--- config.mk ---
export PLATFORM = sky130hd
export DESIGN_NAME = multicycle_controller_v2_flat
export DESIGN_NICKNAME = d
export VERILOG_FILES = /design/src/rtl/multicycle_controller_v2_if.sv /design/src/rtl/multicycle_controller_v2.sv /design/src/flat_wrapper.sv
export SDC_FILE = /design/constraint.sdc
export NUM_CORES = 1
export LEC_CHECK = 0
export CAP_MARGIN = 0
export CORE_MARGIN = 4
export CORE_UTILIZATION = 36
export CTS_CLUSTER_DIAMETER = 80
export DETAILED_ROUTE_END_ITERATION = 8
export PLACE_DENSITY_LB_ADDON = 0.2
export SYNTH_ARGS = -nofsm -noshare
export SYNTH_HDL_FRONTEND = slang
export SYNTH_SLANG_ARGS = --single-unit
--- constraint.sdc ---
create_clock -name clk -period 1.6 [get_ports clk]
set_input_delay 0.32 -clock clk [delete_from_list [all_inputs] [get_ports clk]]
set_output_delay 0.32 -clock clk [all_outputs]
set_load 0.03 [all_outputs]
--- src/rtl/multicycle_controller_v2_if.sv ---
// Control bundle between the multicycle controller and its datapath.
// master: controller side (takes instruction fields/flags, drives controls).
// slave: datapath side (drives instruction fields/flags, takes controls).
interface multicycle_controller_v2_if;
  // instruction fields, ALU flags and memory completion
  logic [6:0] op;
  logic [2:0] funct3;
  logic       funct7b5;
  logic       Zero;
  logic       Lt;
  logic       Ltu;
  logic       MemReady;
  // datapath controls and debug state
  logic [2:0] ImmSrc;
  logic [3:0] ALUControl;
  logic [1:0] ALUSrcA;
  logic [1:0] ALUSrcB;
  logic [1:0] ResultSrc;
  logic       AdrSrc;
  logic       IRWrite;
  logic       PCWrite;
  logic       RegWrite;
  logic       MemWrite;
  logic       MemReq;
  logic       Illegal;
  logic [3:0] State;

  modport master (
    input  op, funct3, funct7b5, Zero, Lt, Ltu, MemReady,
    output ImmSrc, ALUControl, ALUSrcA, ALUSrcB, ResultSrc,
           AdrSrc, IRWrite, PCWrite, RegWrite, MemWrite, MemReq, Illegal, State
  );

  modport slave (
    output op, funct3, funct7b5, Zero, Lt, Ltu, MemReady,
    input  ImmSrc, ALUControl, ALUSrcA, ALUSrcB, ResultSrc,
           AdrSrc, IRWrite, PCWrite, RegWrite, MemWrite, MemReq, Illegal, State
  );
endinterface

--- src/rtl/multicycle_controller_v2.sv ---
// Multicycle RV32I-subset controller: FSM sequencing fetch/decode/execute/writeback.
// Latency: 3-5 states per instruction plus memory wait cycles; controls decode from current state.
// Backpressure: FETCH, MEMREAD and MEMWRITE hold while MemReady=0 (when MEM_HANDSHAKE=1).
// Ports: clk, reset (sync, active-low), bus (master modport: instruction fields/flags in, controls out).
module multicycle_controller_v2 #(
  parameter bit MEM_HANDSHAKE = 1'b1,
  parameter bit SUPPORT_JALR  = 1'b1,
  parameter bit SUPPORT_UPPER = 1'b1
) (
  input logic clk,
  input logic reset,
  multicycle_controller_v2_if.master bus
);

  typedef enum logic [3:0] {
    FETCH    = 4'd0,  DECODE = 4'd1,  MEMADR = 4'd2,  MEMREAD = 4'd3,
    MEMWB    = 4'd4,  MEMWRITE = 4'd5, EXECR = 4'd6,  ALUWB   = 4'd7,
    EXECI    = 4'd8,  JAL    = 4'd9,  BRANCH = 4'd10, JALR    = 4'd11,
    LUI      = 4'd12, AUIPC  = 4'd13
  } state_t;

  localparam logic [6:0] OP_LW    = 7'b0000011;
  localparam logic [6:0] OP_SW    = 7'b0100011;
  localparam logic [6:0] OP_R     = 7'b0110011;
  localparam logic [6:0] OP_I     = 7'b0010011;
  localparam logic [6:0] OP_JAL   = 7'b1101111;
  localparam logic [6:0] OP_BR    = 7'b1100011;
  localparam logic [6:0] OP_JALR  = 7'b1100111;
  localparam logic [6:0] OP_LUI   = 7'b0110111;
  localparam logic [6:0] OP_AUIPC = 7'b0010111;

  localparam logic [3:0] ALU_ADD  = 4'b0000;
  localparam logic [3:0] ALU_SUB  = 4'b0001;
  localparam logic [3:0] ALU_AND  = 4'b0010;
  localparam logic [3:0] ALU_OR   = 4'b0011;
  localparam logic [3:0] ALU_XOR  = 4'b0100;
  localparam logic [3:0] ALU_SLT  = 4'b0101;
  localparam logic [3:0] ALU_SLTU = 4'b0110;
  localparam logic [3:0] ALU_SLL  = 4'b0111;
  localparam logic [3:0] ALU_SRL  = 4'b1000;
  localparam logic [3:0] ALU_SRA  = 4'b1001;

  state_t     state;
  logic       mem_rdy;
  logic       op_legal;
  logic       br_taken;
  logic [3:0] alu_dec;
  logic       irw, pcw, rw, mw, mr, ill;

  // With the handshake disabled every memory access completes in its first cycle.
  assign mem_rdy = MEM_HANDSHAKE ? bus.MemReady : 1'b1;

  always_comb begin
    op_legal = 1'b0;
    case (bus.op)
      OP_LW, OP_SW, OP_R, OP_I, OP_JAL: op_legal = 1'b1;
      OP_BR:             op_legal = (bus.funct3 != 3'b010) && (bus.funct3 != 3'b011);
      OP_JALR:           op_legal = SUPPORT_JALR;
      OP_LUI, OP_AUIPC:  op_legal = SUPPORT_UPPER;
      default:           op_legal = 1'b0;
    endcase
  end

  always_comb begin
    br_taken = 1'b0;
    case (bus.funct3)
      3'b000:  br_taken = bus.Zero;
      3'b001:  br_taken = !bus.Zero;
      3'b100:  br_taken = bus.Lt;
      3'b101:  br_taken = !bus.Lt;
      3'b110:  br_taken = bus.Ltu;
      3'b111:  br_taken = !bus.Ltu;
      default: br_taken = 1'b0;
    endcase
  end

  // sub only exists for R-type; I-type funct3=000 is always addi even if bit 30 is set.
  always_comb begin
    alu_dec = ALU_ADD;
    case (bus.funct3)
      3'b000:  alu_dec = (bus.op == OP_R && bus.funct7b5) ? ALU_SUB : ALU_ADD;
      3'b001:  alu_dec = ALU_SLL;
      3'b010:  alu_dec = ALU_SLT;
      3'b011:  alu_dec = ALU_SLTU;
      3'b100:  alu_dec = ALU_XOR;
      3'b101:  alu_dec = bus.funct7b5 ? ALU_SRA : ALU_SRL;
      3'b110:  alu_dec = ALU_OR;
      default: alu_dec = ALU_AND;
    endcase
  end

  always_comb begin
    bus.ImmSrc = 3'b000;
    case (bus.op)
      OP_SW:            bus.ImmSrc = 3'b001;
      OP_BR:            bus.ImmSrc = 3'b010;
      OP_JAL:           bus.ImmSrc = 3'b011;
      OP_LUI, OP_AUIPC: bus.ImmSrc = 3'b100;
      default:          bus.ImmSrc = 3'b000;
    endcase
  end

  always_ff @(posedge clk) begin
    if (!reset) begin
      state <= FETCH;
    end else begin
      case (state)
        FETCH:    if (mem_rdy) state <= DECODE;
        DECODE: begin
          if (!op_legal) state <= FETCH;
          else begin
            case (bus.op)
              OP_LW, OP_SW: state <= MEMADR;
              OP_R:         state <= EXECR;
              OP_I:         state <= EXECI;
              OP_JAL:       state <= JAL;
              OP_BR:        state <= BRANCH;
              OP_JALR:      state <= JALR;
              OP_LUI:       state <= LUI;
              default:      state <= AUIPC;
            endcase
          end
        end
        MEMADR:   state <= (bus.op == OP_SW) ? MEMWRITE : ((bus.op == OP_LW) ? MEMREAD : FETCH);
        MEMREAD:  if (mem_rdy) state <= MEMWB;
        MEMWRITE: if (mem_rdy) state <= FETCH;
        EXECR, EXECI, JAL, LUI, AUIPC: state <= (state == JAL || state == LUI ||
                                                 state == AUIPC || state == EXECR ||
                                                 state == EXECI) ? ALUWB : FETCH;
        JALR:     state <= JAL;
        default:  state <= FETCH;  // MEMWB, ALUWB, BRANCH and unused encodings
      endcase
    end
  end

  always_comb begin
    bus.ALUControl = ALU_ADD;
    bus.ALUSrcA    = 2'b00;
    bus.ALUSrcB    = 2'b00;
    bus.ResultSrc  = 2'b00;
    bus.AdrSrc     = 1'b0;
    irw = 1'b0; pcw = 1'b0; rw = 1'b0; mw = 1'b0; mr = 1'b0; ill = 1'b0;
    case (state)
      FETCH:    begin mr = 1'b1; bus.ALUSrcB = 2'b10; bus.ResultSrc = 2'b10;
                      irw = mem_rdy; pcw = mem_rdy; end
      DECODE:   begin bus.ALUSrcA = 2'b01; bus.ALUSrcB = 2'b01; ill = !op_legal; end
      MEMADR:   begin bus.ALUSrcA = 2'b10; bus.ALUSrcB = 2'b01; end
      MEMREAD:  begin bus.AdrSrc = 1'b1; mr = 1'b1; end
      MEMWB:    begin bus.ResultSrc = 2'b01; rw = 1'b1; end
      MEMWRITE: begin bus.AdrSrc = 1'b1; mr = 1'b1; mw = 1'b1; end
      EXECR:    begin bus.ALUSrcA = 2'b10; bus.ALUControl = alu_dec; end
      ALUWB:    rw = 1'b1;
      EXECI:    begin bus.ALUSrcA = 2'b10; bus.ALUSrcB = 2'b01; bus.ALUControl = alu_dec; end
      JAL:      begin bus.ALUSrcA = 2'b01; bus.ALUSrcB = 2'b10; pcw = 1'b1; end
      BRANCH:   begin bus.ALUSrcA = 2'b10; bus.ALUControl = ALU_SUB; pcw = br_taken; end
      JALR:     begin bus.ALUSrcA = 2'b10; bus.ALUSrcB = 2'b01; end
      LUI:      begin bus.ALUSrcA = 2'b11; bus.ALUSrcB = 2'b01; end
      AUIPC:    begin bus.ALUSrcA = 2'b01; bus.ALUSrcB = 2'b01; end
      default:  ;
    endcase
  end

  // Enables are squashed combinationally while reset is held low.
  assign bus.IRWrite  = reset & irw;
  assign bus.PCWrite  = reset & pcw;
  assign bus.RegWrite = reset & rw;
  assign bus.MemWrite = reset & mw;
  assign bus.MemReq   = reset & mr;
  assign bus.Illegal  = reset & ill;
  assign bus.State    = state;

endmodule

--- src/flat_wrapper.sv ---
// flat-port wrapper written by rule: the top's interface ports become plain ports
module multicycle_controller_v2_flat 
#(
  parameter bit MEM_HANDSHAKE = 1'b1,
  parameter bit SUPPORT_JALR  = 1'b1,
  parameter bit SUPPORT_UPPER = 1'b1
)
  (clk, reset, bus_op, bus_funct3, bus_funct7b5, bus_Zero, bus_Lt, bus_Ltu, bus_MemReady, bus_ImmSrc, bus_ALUControl, bus_ALUSrcA, bus_ALUSrcB, bus_ResultSrc, bus_AdrSrc, bus_IRWrite, bus_PCWrite, bus_RegWrite, bus_MemWrite, bus_MemReq, bus_Illegal, bus_State);
  multicycle_controller_v2_if bus_i ();
  input logic clk;
  input logic reset;
  input wire logic [$bits(bus_i.op)-1:0] bus_op;
  input wire logic [$bits(bus_i.funct3)-1:0] bus_funct3;
  input wire logic [$bits(bus_i.funct7b5)-1:0] bus_funct7b5;
  input wire logic [$bits(bus_i.Zero)-1:0] bus_Zero;
  input wire logic [$bits(bus_i.Lt)-1:0] bus_Lt;
  input wire logic [$bits(bus_i.Ltu)-1:0] bus_Ltu;
  input wire logic [$bits(bus_i.MemReady)-1:0] bus_MemReady;
  output wire logic [$bits(bus_i.ImmSrc)-1:0] bus_ImmSrc;
  output wire logic [$bits(bus_i.ALUControl)-1:0] bus_ALUControl;
  output wire logic [$bits(bus_i.ALUSrcA)-1:0] bus_ALUSrcA;
  output wire logic [$bits(bus_i.ALUSrcB)-1:0] bus_ALUSrcB;
  output wire logic [$bits(bus_i.ResultSrc)-1:0] bus_ResultSrc;
  output wire logic [$bits(bus_i.AdrSrc)-1:0] bus_AdrSrc;
  output wire logic [$bits(bus_i.IRWrite)-1:0] bus_IRWrite;
  output wire logic [$bits(bus_i.PCWrite)-1:0] bus_PCWrite;
  output wire logic [$bits(bus_i.RegWrite)-1:0] bus_RegWrite;
  output wire logic [$bits(bus_i.MemWrite)-1:0] bus_MemWrite;
  output wire logic [$bits(bus_i.MemReq)-1:0] bus_MemReq;
  output wire logic [$bits(bus_i.Illegal)-1:0] bus_Illegal;
  output wire logic [$bits(bus_i.State)-1:0] bus_State;
  assign bus_i.op = bus_op;
  assign bus_i.funct3 = bus_funct3;
  assign bus_i.funct7b5 = bus_funct7b5;
  assign bus_i.Zero = bus_Zero;
  assign bus_i.Lt = bus_Lt;
  assign bus_i.Ltu = bus_Ltu;
  assign bus_i.MemReady = bus_MemReady;
  assign bus_ImmSrc = bus_i.ImmSrc;
  assign bus_ALUControl = bus_i.ALUControl;
  assign bus_ALUSrcA = bus_i.ALUSrcA;
  assign bus_ALUSrcB = bus_i.ALUSrcB;
  assign bus_ResultSrc = bus_i.ResultSrc;
  assign bus_AdrSrc = bus_i.AdrSrc;
  assign bus_IRWrite = bus_i.IRWrite;
  assign bus_PCWrite = bus_i.PCWrite;
  assign bus_RegWrite = bus_i.RegWrite;
  assign bus_MemWrite = bus_i.MemWrite;
  assign bus_MemReq = bus_i.MemReq;
  assign bus_Illegal = bus_i.Illegal;
  assign bus_State = bus_i.State;
  multicycle_controller_v2 #(.MEM_HANDSHAKE(MEM_HANDSHAKE), .SUPPORT_JALR(SUPPORT_JALR), .SUPPORT_UPPER(SUPPORT_UPPER)) u_core (.clk(clk), .reset(reset), .bus(bus_i));
endmodule
==> flow_summary.ini, run 1 <==
[synth]
yosysSeqAreaShare_pct = 9.50
synth_edf_count = 0
postSynthAreaPerCell_sq_um = 6.39
synth-seq-cells = 4
synth-warning-count = 0
synthCells = 132
synthFlopType = dfxtp_1
async_flop_share_pct = 0
synth_nets = 149
yosys.cell_types.count = 39
syn_area_sq_um = 843

[final_layout]
final_util_pct = 94.5
largest_register_ffs = 4
stdcell_count = 258
drive_above_1_share_pct = 69.6
antenna_cells = 0
nets = 248
area_growth_pct = 148

[floorplan]
fp.dieW_um = 56.4
fp.dieH_um = 56.4
start_util_pct = 38.1
io_pins = 41
core_area_sq_um = 2210
die_area_sq_um = 3180
num_rows = 17

[clock_network]
insertion_delay_ns = 0.26
clk_pin_slew_ns = 0.05
htree_num_levels = 1
cts_root_buffer = clkbuf_4
cts_tree = yes
cts.path.max_buffers = 2
cts_sinks = 4
numCtsBuffers = 3
cts_hold_buf = 0

[worst_setup_path]
setup.worst_path.start_class = register
required_ns = 1.28
cp-end-kind = primary output
critical_path_arrival_ns = 1.65
path_class = register to primary output
critPathMaxFanout = 4

[run]
max_cap_viol_count = 0

[sta]
rsz0062_at_grt = yes
worst_pin_slew_ns = 0.417
setup_tns_ns = -3.84
final_hold_viol_count = 0
timing.fmax_ghz = 0.509
final-setup-viol-count = 18
relSlewSlack_pct = 72.0
fin_ws_ns = -0.366
finalMaxSlewViolations = 0
fin_crit_sh_pct = 123
layout_min_cycle_time_ns = 1.97
skew_ns = 0.00489
hold_slack_ns = 0.672

[grt]
grt-ovfl-total = 0
grt_pass1_wl_um = 7250
grt_max_degree = 10
grt_usage_pct = 28.4
antenna_found_initial = 0
grt_pass1_vias = 1555

[outcome]
status = finished, violations left
violations = setup timing

[place]
io_buffers = 40
placed_cells = 227
place_congestion = 0.966
dp_hpwl_um = 2680

[pwr]
total_power_w = 0.000720
ir_drop_uv = 344
leakagePower_nw = 0.910
p_per_area_nw_per_um2 = 344

[drt]
route.final.wire_length_um = 6220
drt-initial-drc-count = 155
antenna_left = 0
via_count = 1686
drtPass1Iterations = 5
post_drt_wl_per_cell_um = 24.1
vias_per_cell = 6.53
drc = 0

[worst_hold_path]
hold_class = input pin to register
==> power by group <==
group	total, W	internal, W	switching (W)	leakage (nW)
clock	0.000159	0.0000951	0.0000644	0.0150
sequential	0.000109	0.0000987	0.0000104	0.0355
combinational	0.000451	0.000204	0.000247	0.860
total	0.000720	0.000398	0.000321	0.910
==> Yosys cell counts, types with 2 or more instances <==
master | count | area (sq um)
nor2b_1 | 5 | 31.3
xor2_1 | 2 | 17.5
nand4_1 | 2 | 12.5
o2111ai_1 | 2 | 17.5
inv_1 | 7 | 26.3
nand3_1 | 6 | 30.0
o21ai_0 | 10 | 50.1
nand2_1 | 15 | 56.3
a221oi_1 | 3 | 26.3
clkbuf_1 | 2 | 7.51
nand2b_1 | 5 | 31.3
a31oi_1 | 2 | 12.5
o22ai_1 | 2 | 12.5
a21oi_1 | 8 | 40.0
mux2i_1 | 3 | 30.0
nor2_1 | 19 | 71.3
nor3_1 | 6 | 30.0
o21a_1 | 2 | 15.0
buf_2 | 5 | 25.0
xnor2_1 | 4 | 35.0
dfxtp_1 | 4 | 80.1
==> metal layers <==
metal / vias to the layer above / track usage, % / part of all wire (%)
met5: - / 0 / 0
met1: 777 / 33.5 / 36
met4: 0 / 14.6 / 8.3
li1: 681 / - / -
met3: 64 / 4.14 / 9.1
met2: 164 / 49.4 / 46
==> cell type report <==
cell class	instances	area, sq um
multi-input combinational	113	1030
timing repair buffer	102	875
clock buffer	4	26.3
fill	62	123
inverter	7	32.5
tap	28	35.0
sequential	4	95.1
==> per-stage QoR <==
stage	area, sq um	setup slack [ns]
global route	2090	-0.392
CTS	1860	-0.338
floorplan	1040	-0.171
finish	2090	-0.366
detailed placement	1600	-0.725
global placement	1600	-0.675
==> path summary, 6_finish.rpt <==
kind / cells past startpoint / slack (ns) / from / endpoint
worst max-delay path: 7 / -0.37 / u_core.bus.State[3] / bus_ALUControl[3]
worst min-delay path: 5 / 0.67 / bus_op[5] / u_core.bus.State[2]
worst max register to register: 6 / -0.18 / u_core.bus.State[0] / u_core.bus.State[1]
worst min register to register: 4 / 0.73 / u_core.bus.State[0] / u_core.bus.State[2]
==> timing repair <==
action | in CTS | in global routing
gates resized for setup | 94 | 31
setup buffers | 13 | 15
pin swaps | 24 | 19
endpoints found under the setup margin | 24 | 21
==> logic make-up (layout without fill, tap and decap cells) <==
group	Yosys count	count (layout)	synth area share, %
flip-flops	4	4	9.50
XOR/XNOR	6	6	6.23
buffers and inverters	15	113	8.31
AO/OA/AOI/OAI	38	38	31.9
AND/OR/NAND/NOR	66	66	40.5
multiplexers	3	3	3.56
==> cells in the final DEF (no fill, tap or decap), types with 4 or more instances in the layout <==
cell           Yosys  final
o21ai_2            0      4
nor2b_4            1      4
dlygate4sd2_1      0      7
a21oi_1            8      4
buf_6              1     29
inv_1              7      4
buf_4              0     54
dfxtp_4            0      4
nor2_2             0      6
buf_2              5      8
nand2_2            0      5
nor2_1            19      7
o21ai_0           10      5
nor2_4             0      6
nand2_1           15      9
==> worst max-delay path: stages, from the launching register on <==
cell and delay [ns]:
dfxtp_4 0.36, buf_4 0.15, nor2b_4 0.13, nand2_2 0.10
o21ai_1 0.14, nand2b_1 0.19, nor3_4 0.17, buf_6 0.15
(Power assumes the default switching activity.)
==> run 2: changes to the inputs <==
--- a/config.mk
+++ b/config.mk
@@ -14,3 +14,4 @@
 export SYNTH_ARGS = -nofsm -noshare
 export SYNTH_HDL_FRONTEND = slang
 export SYNTH_SLANG_ARGS = --single-unit
+export TNS_END_PERCENT = 5
==> constraint.sdc (replaced) <==
create_clock -name clk -period 1.6 [get_ports clk]
set_input_delay 0.48 -clock clk [delete_from_list [all_inputs] [get_ports clk]]
set_output_delay 0.48 -clock clk [all_outputs]
set_load 0.03 [all_outputs]
==> run 2 against run 1 <==
Non-clock buffer count shrank 4. The run still ends with setup timing left. Largest power group unchanged. Clock skew increased by 0.0027 ns. Sequential power down 5%. Hold slack worse by 0.00062 ns. Clock-buffer cell count down 1. Via count shrank 16%.
==> flow_summary.ini, run 2 (synthesized netlist as in run 1, its figures left out) <==
[clock_network]
htree_num_levels = 1
numCtsBuffers = 3
cts_sinks = 4
cts_hold_buf = 0
insertion_delay_ns = 0.24
cts_tree = yes
clk_pin_slew_ns = 0.04
cts.path.max_buffers = 2
cts_root_buffer = clkbuf_4

[grt]
grt_usage_pct = 24.3
grt_pass1_wl_um = 6280
antenna_found_initial = 0
grt_max_degree = 22
grt-ovfl-total = 0
grt_pass1_vias = 1387

[sta]
final_hold_viol_count = 0
finalMaxSlewViolations = 0
relSlewSlack_pct = 77.5
setup_tns_ns = -5.58
layout_min_cycle_time_ns = 2.14
worst_pin_slew_ns = 0.337
fin_ws_ns = -0.537
fin_crit_sh_pct = 134
skew_ns = 0.00763
timing.fmax_ghz = 0.468
rsz0062_at_grt = yes
final-setup-viol-count = 21

[pwr]
ir_drop_uv = 266
leakagePower_nw = 0.834
p_per_area_nw_per_um2 = 348

[drt]
post_drt_wl_per_cell_um = 15.8
route.final.wire_length_um = 3990
vias_per_cell = 5.62
drtPass1Iterations = 4
antenna_left = 0
drt-initial-drc-count = 30
drc = 0
via_count = 1423

[worst_hold_path]
hold_class = register to register

[outcome]
status = finished, violations left
violations = setup timing

[place]
dp_hpwl_um = 2910
io_buffers = 40
place_congestion = 0.931
placed_cells = 245
pre_cts_ws_ns = -1.00

[worst_setup_path]
setup.worst_path.start_class = input pin
cp-end-kind = primary output
critPathMaxFanout = 2
critical_path_arrival_ns = 1.66
path_class = input pin to primary output
required_ns = 1.12

[floorplan]
io_pins = 41
fp.dieH_um = 56.4
start_util_pct = 38.1
num_rows = 17
fp.dieW_um = 56.4
core_area_sq_um = 2210
die_area_sq_um = 3180

[final_layout]
drive_above_1_share_pct = 61.3
layout_common_cells = buf_4, buf_6, nor2_1, nand2_1
area_growth_pct = 122
stdcell_count = 253
fill_cells = 138
final_util_pct = 84.7
antenna_cells = 0
nets = 244
largest_register_ffs = 4
layout_commonest_cell = buf_4

[run]
max_cap_viol_count = 0
-- run 2: changes by cell type in the layout (fill, tap and decap cells not counted), moves of 4 or more --
cell / change
buf_4: +11
buf_6: -12
dlygate4sd2_1: -5
nor2_1: +7
nor2_2: -4
-- run 2: per-stage QoR --
step / hold slack (ns) / instance area, sq um / power [W]
floorplan: 0.621 / 942 / 0.000293
global placement: 0.663 / 1690 / 0.000474
detailed placement: 0.681 / 1690 / 0.000484
CTS: 0.669 / 1820 / 0.000637
global route: 0.692 / 1870 / 0.000683
finish: 0.671 / 1870 / 0.000653
-- run 2: what timing repair did --
item	in CTS	in global routing
pin swaps	16	10
endpoints found under the setup margin	24	23
resized for setup	81	18
setup buffers	5	0
-- run 2: where the power goes --
| group | switching (W) | internal [W] | leakage (nW) | total [W] |
|---|---|---|---|---|
| registers | 0.00000346 | 0.000101 | 0.0349 | 0.000104 |
| clock network | 0.0000460 | 0.0000842 | 0.0138 | 0.000130 |
| logic | 0.000216 | 0.000202 | 0.785 | 0.000419 |
-- run 2: worst max-delay path: stages --
cell       delay (ns)
buf_8            0.08
mux2i_2          0.21
xnor2_1          0.14
a21oi_1          0.09
o31a_1           0.27
a2111oi_4        0.18
buf_4            0.21
-- run 2: path summary, 6_finish.rpt --
check,start,to,slack [ns],cells past startpoint
worst max-delay path,bus_funct3[1],bus_PCWrite,-0.54,7
worst min-delay path,u_core.bus.State[0],u_core.bus.State[0],0.67,3
worst max register to register,u_core.bus.State[3],u_core.bus.State[2],0.01,7
worst min register to register,u_core.bus.State[0],u_core.bus.State[0],0.67,3
-- run 2: metal layers --
| metal | wire [um] | vias to the layer above | global-route usage [%] |
|---|---|---|---|
| met1 | 1470 | 662 | 28.2 |
| met3 | 274 | 15 | 2.30 |
| met2 | 2130 | 78 | 44.1 |
| met4 | 115 | 0 | 11.9 |
| met5 | 0 | - | 0 |
| li1 | - | 668 | - |
-- run 2: area by class of cell --
cell class                 count  area [sq um]  area share [%]
clock buffer                   3          22.5            1.20
inverter                       7          26.3            1.40
multi-input combinational    113           883            47.1
sequential                     4          90.1            4.81
tap                           28          35.0            1.87
timing repair buffer          98           817            43.6
==> run 3: changes to the inputs <==
--- a/config.mk
+++ b/config.mk
@@ -7,9 +7,11 @@
 export LEC_CHECK = 0
 export CAP_MARGIN = 0
 export CORE_MARGIN = 4
-export CORE_UTILIZATION = 36
+export CORE_UTILIZATION = 47
+export CTS_BUF_LIST = sky130_fd_sc_hd__clkbuf_4
 export CTS_CLUSTER_DIAMETER = 80
 export DETAILED_ROUTE_END_ITERATION = 8
+export DONT_BUFFER_PORTS = 1
 export PLACE_DENSITY_LB_ADDON = 0.2
 export SYNTH_ARGS = -nofsm -noshare
 export SYNTH_HDL_FRONTEND = slang
==> run 3 against run 2 <==
The run still ends with setup timing left. First-iteration DRC count rose by 140%. Sequential cell count unchanged. Via count is 12% lower. Clock-buffer cell count unchanged. Final area fell by 22%. Die area decreased by 20%. Sequential power about the same. Register-to-register slack improved by 0.02 ns. Largest cell class unchanged. Combinational power fell by 29%. Global-route usage is 1.9 points higher. Cell count is 21% lower.
==> flow_summary.ini, run 3 (synthesized netlist as in run 1, its figures left out) <==
[worst_hold_path]
hold-path-cell-count = 2
min_from = reset
holdPathEnd = u_core.bus.State[3]
hold_class = input pin to register

[final_layout]
seq_area_sq_um = 90.1
area_growth_pct = 74.2
layout_commonest_cell = buf_4
fill_cells = 83
layout_common_cells = buf_4, nand2_1, buf_6, nor2_1, o21ai_0
multiInputGateArea_sq_um = 881
drive_above_1_share_pct = 54.3
stdcell_count = 200
nets = 194
antenna_cells = 0
final_util_pct = 86.0
largest_register_ffs = 4

[sta]
final-setup-viol-count = 18
layout_min_cycle_time_ns = 2.08
relSlewSlack_pct = 76.9
fin_ws_ns = -0.480
final_hold_viol_count = 0
finalMaxSlewViolations = 0
worst_pin_slew_ns = 0.344
fin_crit_sh_pct = 130
timing.fmax_ghz = 0.481
rsz0062_at_grt = yes
skew_ns = 0.00603

[worst_setup_path]
crit_cells = 6
worst_path_max_delay_cell = o31a_1
path_class = input pin to primary output
reg2reg_depth = 7
critical-path-top-delay-family = compound AO/OA/AOI/OAI gates
crit_buf_inv = 1
critical_path_arrival_ns = 1.60
r2r_end = u_core.bus.State[0]
cpPeakStageDelay_ns = 0.27
r2r-start = u_core.bus.State[1]
rrSetupSlack_ns = 0.03
worstSetupStartpoint = bus_funct3[1]
setup.worst_path.start_class = input pin
cp_cell_sequence = mux2i_4, xnor2_1, a21oi_1, o31a_1, a2111oi_4, buf_4
cp-end-kind = primary output
critPathMaxFanout = 7
required_ns = 1.12

[floorplan]
core_area_sq_um = 1710
io_pins = 41
fp.dieW_um = 50.4
num_rows = 15
fp.dieH_um = 50.4
start_util_pct = 49.4
die_area_sq_um = 2540

[outcome]
status = finished, violations left
violations = setup timing

[clock_network]
cts_tree = yes
cts.path.max_buffers = 2
cts_hold_buf = 0
insertion_delay_ns = 0.24
cts_sinks = 4
numCtsBuffers = 3
cts_setup_buffers = 0
clk_pin_slew_ns = 0.04
htree_num_levels = 1
cts_root_buffer = clkbuf_4

[grt]
grt_max_degree = 19
grt_pass1_vias = 1274
grt_pass1_wl_um = 5310
grt_usage_pct = 26.2
antenna_found_initial = 0
grt-ovfl-total = 0

[pwr]
p_per_area_nw_per_um2 = 358
power.internal_w = 0.000319
p_clk_share_pct = 23.7
p_seq_share_pct = 19.9
leakagePower_nw = 0.579
p_comb_share_pct = 56.4
power.switching_w = 0.000207
total_power_w = 0.000525
swShare_pct = 39.4
ir_drop_uv = 212

[place]
pre_cts_ws_ns = -0.487
io_buffers = 0
placed_cells = 197
dp_hpwl_um = 2320
place_congestion = 0.883

[drt]
via_count = 1254
drc = 0
route.final.wire_length_um = 3610
drtPass1Iterations = 4
antenna_left = 0
post_drt_wl_per_cell_um = 18.1
drt-initial-drc-count = 72
vias_per_cell = 6.27

[run]
max_cap_viol_count = 0
==> run 3: changes by cell type in the layout (fill, tap and decap cells not counted), sizes merged <==
cell           delta
clkbuf            -1
buf              -45
dlygate4sd2       -2
clkdlybuf4s15     -2
==> run 3: worst register-to-register path, delay by kind of cell, from the launching register on <==
family	cells	cell delay (ns)
and+or+nand+nor	4	0.56
DFF	1	0.38
AOI/OAI and AO/OA	1	0.24
buffers and inverters	2	0.28
==> run 3: worst max path at each step <==
stage | to | slack [ns]
2_1_floorplan | bus_PCWrite | -0.44
6_report | bus_PCWrite | -0.48
3_5_place_dp | bus_PCWrite | -0.49
5_1_grt | bus_PCWrite | -0.54
4_1_cts | bus_PCWrite | -0.46
3_3_place_gp | bus_PCWrite | -0.41
==> run 3: stage by stage <==
step / hold WS (ns) / setup TNS (ns) / instance area (sq um)
after floorplan: 0.621 / -5.33 / 942
after global placement: 0.641 / -1.11 / 1290
after detailed placement: 0.645 / -1.41 / 1290
after CTS: 0.404 / -3.55 / 1410
after global routing: 0.438 / -5.34 / 1470
final: 0.397 / -4.24 / 1470
==> run 3: area by class of cell <==
class / instances / area share, %
Clock buffer: 3 / 1.53
Inverter: 7 / 1.79
Multi-Input combinational cell: 113 / 60.0
Sequential cell: 4 / 6.13
Tap cell: 25 / 2.13
Timing Repair Buffer: 48 / 28.4
==> run 3: metal layers <==
layer | share of wire, % | vias to the layer above | track usage, %
li1 | - | 568 | -
met1 | 36 | 584 | 27.9
met2 | 52 | 80 | 49.6
met3 | 8.3 | 22 | 4.75
met4 | 3.9 | 0 | 11.2
met5 | 0 | - | 0
==> run 3: what timing repair did <==
action	CTS	global route
gates resized for setup	32	14
endpoints found under the setup margin	21	22
pin swaps	4	1
==> run 3: power groups by stage <==
stage	clock [W]	combinational, W	sequential (W)
after floorplan	0	0.000179	0.000114
after global placement	0	0.000257	0.000108
after detailed placement	0	0.000263	0.000108
after CTS	0.000122	0.000281	0.000104
after global routing	0.000132	0.000313	0.000105
final	0.000125	0.000296	0.000105
